## src/rtl/fp32_pkg.sv

```systemverilog
// Shared binary32 field widths, constants and unpacked-operand types for the
// floating-point multiplier datapath.
package fp32_pkg;

  localparam int unsigned EXP_W   = 8;
  localparam int unsigned FRAC_W  = 23;
  localparam int unsigned SIG_W   = FRAC_W + 1;
  localparam int unsigned PROD_W  = 2 * SIG_W;
  localparam int unsigned BIAS    = 127;
  localparam int unsigned EXP_MAX = 255;

  localparam logic [31:0] QNAN    = 32'h7FC0_0000;
  localparam logic [31:0] POS_INF = 32'h7F80_0000;

  typedef enum logic [2:0] {ZERO, SUB, NORM, INF, NAN} fp_class_t;

  typedef struct packed {
    logic             sign;
    logic [EXP_W-1:0] exp;
    logic [SIG_W-1:0] sig;
    fp_class_t        cls;
  } fp_unpacked_t;

endpackage

```

## src/rtl/fp32_unpack.sv

```systemverilog
// Splits one binary32 operand into sign, effective exponent, significand
// (with hidden bit) and class.
module fp32_unpack
  import fp32_pkg::*;
(
  input  logic [31:0]  op,
  output fp_unpacked_t up
);

  // Subnormals use effective exponent 1 with a zero hidden bit.
  always_comb begin
    up.sign = op[31];
    up.exp  = op[30:23];
    up.sig  = {1'b1, op[22:0]};
    up.cls  = NORM;
    if (op[30:23] == 8'h00) begin
      up.exp = 8'd1;
      up.sig = {1'b0, op[22:0]};
      up.cls = (op[22:0] == 23'd0) ? ZERO : SUB;
    end else if (op[30:23] == 8'hFF) begin
      up.cls = (op[22:0] == 23'd0) ? INF : NAN;
    end
  end

endmodule

```

## src/rtl/fp32_mul.sv

```systemverilog
// Binary32 multiplier, round-to-nearest-even, combinational datapath into a
// single output register (latency 1, throughput 1).
module fp32_mul
  import fp32_pkg::*;
(
  input  logic        clk,
  input  logic        rst_n,
  input  logic        in_valid,
  input  logic [31:0] IN1,
  input  logic [31:0] IN2,
  output logic [31:0] OUT,
  output logic        out_valid
);

  fp_unpacked_t a_up, b_up;

  logic [PROD_W-1:0] prod_c, norm_c, shr_c;
  logic [5:0]        lz_c;
  logic              found_c;
  logic signed [10:0] exp_c;
  logic [10:0]       shamt_c;
  logic [4:0]        sh_c;
  logic              uflow_c, oflow_c, lost_c, guard_c, rnd_c, sticky_c, inc_c;
  logic [7:0]        exp_base_c;
  logic [30:0]       mag_c;
  logic              sign_c;
  logic [31:0]       result_c;
  logic [31:0]       out_d, out_q;
  logic              out_valid_d, out_valid_q;

  fp32_unpack u_unpack_a (.op(IN1), .up(a_up));
  fp32_unpack u_unpack_b (.op(IN2), .up(b_up));

  // Leading-zero count of the raw significand product.
  always_comb begin
    lz_c    = '0;
    found_c = 1'b0;
    for (int i = PROD_W - 1; i >= 0; i--) begin
      if (!found_c && prod_c[i]) begin
        lz_c    = 6'(PROD_W - 1 - i);
        found_c = 1'b1;
      end
    end
  end

  // Multiply, normalize to bit 47, denormalize on underflow, round, select specials.
  always_comb begin
    sign_c  = a_up.sign ^ b_up.sign;
    prod_c  = PROD_W'(a_up.sig) * PROD_W'(b_up.sig);
    norm_c  = prod_c << lz_c;
    exp_c   = 11'(a_up.exp) + 11'(b_up.exp) - 11'(BIAS) + 11'd1 - 11'(lz_c);
    uflow_c = (exp_c < 11'sd1);
    oflow_c = (exp_c >= $signed(11'(EXP_MAX)));
    shamt_c = 11'(11'sd1 - exp_c);
    sh_c    = 5'd0;
    if (uflow_c) begin
      sh_c = (shamt_c >= 11'd26) ? 5'd26 : shamt_c[4:0];
    end
    shr_c    = norm_c >> sh_c;
    lost_c   = |(norm_c & ~({PROD_W{1'b1}} << sh_c));
    guard_c  = shr_c[23];
    rnd_c    = shr_c[22];
    sticky_c = (|shr_c[21:0]) | lost_c;
    inc_c    = guard_c & (rnd_c | sticky_c | shr_c[24]);
    // Hidden bit is added back through the significand, so the base is exp-1.
    exp_base_c = uflow_c ? 8'd0 : 8'(exp_c[7:0] - 8'd1);
    mag_c      = {exp_base_c, 23'd0} + 31'(shr_c[47:24]) + 31'(inc_c);

    result_c = {sign_c, mag_c};
    if (a_up.cls == NAN || b_up.cls == NAN) begin
      result_c = QNAN;
    end else if ((a_up.cls == INF && b_up.cls == ZERO) ||
                 (a_up.cls == ZERO && b_up.cls == INF)) begin
      result_c = QNAN;
    end else if (a_up.cls == INF || b_up.cls == INF) begin
      result_c = {sign_c, POS_INF[30:0]};
    end else if (a_up.cls == ZERO || b_up.cls == ZERO) begin
      result_c = {sign_c, 31'd0};
    end else if (oflow_c) begin
      result_c = {sign_c, POS_INF[30:0]};
    end
  end

  always_comb begin
    out_d       = in_valid ? result_c : out_q;
    out_valid_d = in_valid;
  end

  always_ff @(posedge clk) begin
    if (!rst_n) begin
      out_q       <= 32'd0;
      out_valid_q <= 1'b0;
    end else begin
      out_q       <= out_d;
      out_valid_q <= out_valid_d;
    end
  end

  assign OUT       = out_q;
  assign out_valid = out_valid_q;

endmodule

```

## config.mk

```make
export PLATFORM = sky130hd
export DESIGN_NAME = fp32_mul
export DESIGN_NICKNAME = d
export VERILOG_FILES = /design/src/rtl/fp32_pkg.sv /design/src/rtl/fp32_unpack.sv /design/src/rtl/fp32_mul.sv
export SDC_FILE = /design/constraint.sdc
export NUM_CORES = 2
export LEC_CHECK = 0
export CORE_MARGIN = 2
export CORE_UTILIZATION = 40
export DETAILED_ROUTE_END_ITERATION = 8
export HOLD_SLACK_MARGIN = 0.1
export PLACE_DENSITY_LB_ADDON = 0.12
export SYNTH_ARGS = -nofsm -noshare
export SYNTH_HDL_FRONTEND = slang
export SYNTH_SLANG_ARGS = --single-unit
```

## constraint.sdc

```tcl
create_clock -name clk -period 19.45 [get_ports clk]
set_clock_uncertainty 0.2 [all_clocks]
set_input_delay 3.89 -clock clk [delete_from_list [all_inputs] [get_ports clk]]
set_output_delay 3.89 -clock clk [all_outputs]
set_load 0.05 [all_outputs]
```

======== Word-level counts from Yosys, hierarchy flattened ========
Cells that the tools add are included.
word-level totals
  flip-flop bits (word level) ............. 33
  word-level logic and storage cells ...... 250
  input bits .............................. 67
  output and inout port bits .............. 33
cells by class
  multiplexer cells ....................... 112
  add/subtract/negate cells ............... 8
  multiply operators ...................... 1
  eq/ne operators ......................... 6
  shifts and indexed selects .............. 3
  reductions and logical operators ........ 108
  bitwise logic cells ..................... 7
  order comparisons ....................... 3
operators with widths
  operator                                                            number
  2-to-1 mux 6 bit                                                    46
  2-to-1 mux 32 bit                                                   4
  2-to-1 mux 31 bit                                                   3
  2-to-1 mux 1 bit                                                    50
  logical AND 1 bit                                                   49
  bitwise AND 48 bit                                                  1
  multiplier 24 x 24 -> 48 bit                                        1
  NOT 48 bit                                                          1
  OR reduction 48 bit                                                 1
  << shifter 48 x 5 -> 48 bit, first input constant                   1
  << shifter 48 x 6 -> 48 bit                                         1
  >> shifter 48 x 5 -> 48 bit                                         1
  logical NOT 1 bit                                                   47
  logical NOT 23 bit                                                  2
  adder 31 x 1 -> 31 bit                                              1
  adder 31 x 24 -> 31 bit                                             1
  OR reduction 22 bit                                                 1
  2-to-1 mux 3 bit                                                    6
  equality test 8 bit, second input constant                          2
  logical NOT 8 bit                                                   2
  adder 10 x 2 -> 11 bit, second input constant                       1
  greater-or-equal comparator 11 x 5 -> 1 bit, second input constant  1
  greater-or-equal comparator 11 x 9 -> 1 bit, second input constant  1
  less-than comparator 11 x 2 -> 1 bit, second input constant         1
  14 further kinds                                                    23

======== Longest topological paths before layout ========
  depth after elaboration ................. 164
  gate-level depth with buffers ........... 64
  depth with buffers taken out ............ 56

======== Modules after synthesis ========
A second synthesis with hierarchy kept.
second synthesis, totals
  cells, all modules ...................... 4,004
  area total of the unflattened synthesis .. 30,833.3 um^2
by module, submodules not included
  module       cells each  sequential area each (um^2)  area each (um^2)  instances
  fp32_mul     3,902       660.6                        30,175.2          1
  fp32_unpack  51          0.0                          329.1             2

======== Least setup slack after synthesis ========
No wires, ideal clock.
  path kind ............................... in2reg
  start ................................... input port IN2[3]
  end ..................................... register out_q[30], in the netlist OUT[30]
  path buffers ............................ 11
  data arrival time ....................... 17.494 ns
  data required time ...................... 19.134 ns
  path slack .............................. 1.640 ns
  library setup time ...................... 0.116 ns
  stages .................................. 59
  cell sequence ........................... clkbuf_1 > clkbuf_1 > nand2_1 > fa_1 > inv_1 > fa_1 > fa_1 > inv_1 > fa_1 > fa_1 > inv_1 > fa_1 > fa_1 > ha_1 > buf_4 > a21oi_1 > o21ai_1 > a22oi_2 > (+23 left out) > nand3_1 > a31oi_1 > nand4_1 > a21o_1 > o21ai_0 > clkbuf_1 > clkbuf_1 > buf_1 > mux2i_1 > a21oi_1 > o2bb2ai_1 > nor4_2 > and2_1 > ha_1 > nand3_2 > o41ai_2 > a31oi_1 > a41o_1
on the way
  longest elaborated chain between the ends .. 163
  elaborated cells on any way between the ends .. 231
  those cells by class .................... 5 x add/sub; 1 x mul; 3 x order compare; 2 x eq/ne; 3 x shift; 107 x mux; 6 x bitwise; 104 x reduce/logical
ends and longest elaborated chain
  element                         RTL line           RTL
  start: declaration              fp32_mul.sv:10     input logic [31:0] IN2,
  2-to-1 mux 32 bit               fp32_unpack.sv:16  if (op[30:23] == 8'h00) begin
  multiplier 24 x 24 -> 48 bit    fp32_mul.sv:49     prod_c = PROD_W'(a_up.sig) * PROD_W'(b_up.sig);
  2-to-1 mux 1 bit                fp32_mul.sv:39     if (!found_c && prod_c[i]) begin
  logical NOT 1 bit               fp32_mul.sv:39
  logical AND 1 bit               fp32_mul.sv:39
  2-to-1 mux 1 bit                fp32_mul.sv:39
  logical NOT 1 bit               fp32_mul.sv:39
  logical AND 1 bit               fp32_mul.sv:39
  (+146 left out)                 --
  bitwise OR 1 bit (2 in series)  fp32_mul.sv:64     inc_c = guard_c & (rnd_c | sticky_c | shr_c[24]);
  bitwise AND 1 bit               fp32_mul.sv:64
  adder 31 x 1 -> 31 bit          fp32_mul.sv:67     mag_c = {exp_base_c, 23'd0} + 31'(shr_c[47:24]) + 31'(inc_c);
  2-to-1 mux 31 bit               fp32_mul.sv:79     end else if (oflow_c) begin
  2-to-1 mux 31 bit               fp32_mul.sv:77     end else if (a_up.cls == ZERO || b_up.cls == ZERO) begin
  2-to-1 mux 31 bit               fp32_mul.sv:75     end else if (a_up.cls == INF || b_up.cls == INF) begin
  2-to-1 mux 32 bit               fp32_mul.sv:72     end else if ((a_up.cls == INF && b_up.cls == ZERO) ||
  2-to-1 mux 32 bit *             fp32_mul.sv:70     if (a_up.cls == NAN || b_up.cls == NAN) begin
  end signal: assignment          fp32_mul.sv:94     out_q <= out_d;
  end: declaration                fp32_mul.sv:28     logic [31:0] out_d, out_q;
Every way passes the cells marked *; elsewhere a longest branch is shown, timed or not.
A chain may end at the register's enable or synchronous reset.

======== Worst setup path in the final report ========
  start ................................... input port IN2[7]
  end ..................................... register out_q[30], in the netlist OUT[30]
Same word-level chain as after synthesis.

==> results.txt <==
Distinct cells, synth -> 109
Tightest Pin Transition -> 1.26 ns
IO Port Bufs -> 99
Critical Path Fanout Max -> 15
Max frequency -> 53.2 MHz
Sequential fraction of the synthesis area -> 2.14%
Via count -> 30600
Number of I/O pins -> 100
Fin. Hold Viols -> 0
Iteration-0 DRC Markers -> 3381
Predominant post-synthesis flop cell -> dfxtp_1
Fillers -> 7908
Drt drc -> 0
Netlist Area Pre-Place -> 30800 um2
Root Buffer Master -> clkbuf_16
Required time of the critical path -> 19.42 ns
Multi-input gate area in the final layout -> 27100 um2
Status -> finished, final reports clean
Endpoints failing setup -> 0
Fin crit period -> 18.79 ns
Largest net degree at the start of global routing -> 55
Tcrit/Tclk final -> 96.6%
Cts bufs inserted -> 5
GRT Util Overall -> 29.7%
Yosys reg bits -> 33
Ys Warns -> 0
Reg clk slew, reported paths -> 0.05 ns
Critical path type -> in -> reg
Gate Count Post-Synth -> 4037
Worst path slowest cell -> clkdlybuf4s50_1
H-Tree Depth -> 2
Critical path origin -> IN2[7]
DPL Wire Length -> 97700 um
Number of diodes -> 0
Max Cap Violations -> 0
R2r setup slk -> 17.55 ns
Initial Utilization -> 40.5%
Slew HR -> 14.1%
Area Growth Syn to Fin -> 9.56%
CTS tree -> built
Hold-fix buffers, CTS -> 0
Startpoint types -> primary input
RR Startpoint -> OUT[0]
Row cnt -> 101
Gpl congestion -> 0.993
DRT antenna net count -> 0
Register Area -> 661 um2
Die height -> 282 um
Global-route wire length before repair -> 184000 um
Post-route cell area -> 33800 um2
CTS max path bufs -> 2
Antenna violations before repair -> 0
Insertion delay to the later sink of the worst-skew pair -> 0.27 ns
DR WL/cell -> 23.1 um
Die area -> 79300 um2
GRT overflow -> 0
Clock Sink Count -> 33
Vias in the first global route -> 30000
Class of the worst hold path -> reg -> reg
CP endpoint kind -> flop
Ys async rst share -> 0%
Routed vias/inst -> 6.01
EDFF count, synth -> 0
Net count after synthesis -> 4798
Max Slew Vio Count -> 0
Final std cells w/o fill -> 5097
Synth Area per Inst -> 7.63 um2
Core footprint -> 76100 um2
Cell mode on critical path -> fa_1
Nets -> 4827
First drt pass iteration count -> 9
Min-delay src -> OUT[5]
Share of cells above drive strength 1 -> 7.87%
Critical Path AT -> 18.76 ns
CP max stage delay -> 0.94 ns
Final Routed Wirelength -> 118000 um
Die Wd -> 282 um
Placed Cells -> 5080
Placed instance area -> 33400 um2
[cells in the final DEF, fill, tap and decap left out, types with 44 or more instances in the layout]
master / instances
clkdlybuf4s50_1: 88
a21oi_1: 168
inv_1: 567
nand2_1: 569
and2_1: 249
xnor2_1: 46
a211oi_1: 50
mux2i_1: 44
ha_1: 209
nand4_1: 57
fa_1: 484
nor3_1: 67
nor2_1: 192
buf_4: 186
o21ai_0: 162
nand3_1: 130
[cell type report]
class,count,share of cell area [%]
Inverter,571,6.35
Clock buffer,6,0.382
Clock inverter,2,0.0296
Tap cell,1030,3.82
Sequential cell,33,1.96
Multi-Input combinational cell,3169,80.3
Timing Repair Buffer,286,7.19
[per-layer routing]
metal / GRT usage [%] / vias to the layer above / wire length (um)
met2: 43.8 / 1514 / 48900
met1: 45.8 / 15200 / 55000
li1: - / 13700 / -
met3: 3.92 / 189 / 10900
met4: 6.18 / 0 / 2990
met5: 0 / - / 0
[worst max-delay path: cells and delay by family]
family | cells | cell delay (ns)
AOI/OAI and AO/OA | 18 | 4.47
xor gates and xnor gates | 1 | 0.23
adders and majority gates | 12 | 5.10
buffers and inverters | 5 | 1.71
muxes | 1 | 0.36
and+or+nand+nor | 12 | 2.98
[stage by stage]
stage	worst slack (ns)	hold slack [ns]	setup TNS (ns)	util, %
after floorplan	1.64	0.462	0	-
after global placement	0.149	0.236	0	43.9
after detailed placement	0.0399	0.242	0	43.9
after CTS	0.285	0.255	0	44.1
after global routing	-0.0475	0.280	-0.0860	44.4
final	0.656	0.250	0	44.4
[registers in the layout (all words and copies together), names as in the netlist]
register   count
OUT           32
out_valid      1
[synth_stat cells (all sizes together) (16+ instances only)]
library cell  instances  share of area, %
a21oi               177               2.9
ha                  210               8.5
a211oi               57               1.5
fa                  484                31
or3                  19              0.39
o21a                 30              0.73
a22oi                18              0.45
xor2                 24              0.68
and3                 30              0.61
a211o                16              0.48
mux2i                46               1.5
clkbuf              205               2.5
nor3                 75               1.3
xnor2                47               1.3
nand2               571               7.0
o21ai               186               3.1
nand3               133               2.2
a21o                 36              0.88
o31ai                19              0.46
a31oi                37              0.80
o22ai                32              0.65
nand4                60               1.3
nor2                200               2.5
inv                 569               6.9
or4                  18              0.49
buf                  60               1.1
nor4                 42              0.99
dfxtp                33               2.1
o211ai               44               1.1
o2111ai              16              0.51
and2                250               5.1
[logic make-up after synthesis]
family | synth area share, %
AND/OR/NAND/NOR | 23.7
XOR/XNOR | 2.02
AO/OA/AOI/OAI | 19.8
flip-flops | 2.14
multiplexers | 1.84
buffers and inverters | 10.5
adder cells (fa/ha/maj) | 40.0
[final timing paths]
path	to	cells past startpoint
setup / recovery	OUT[30]	49
hold / removal	OUT[5]	2
setup reg to reg	OUT[0]	6
hold reg to reg	OUT[5]	2
[what timing repair did]
item	in CTS	in global routing
setup buffers	0	8
gates resized for setup	0	42
setup endpoints to repair	0	28
Power is not shown: default switching activity piles up to over one toggle a cycle in this logic, so the estimate is an artifact.
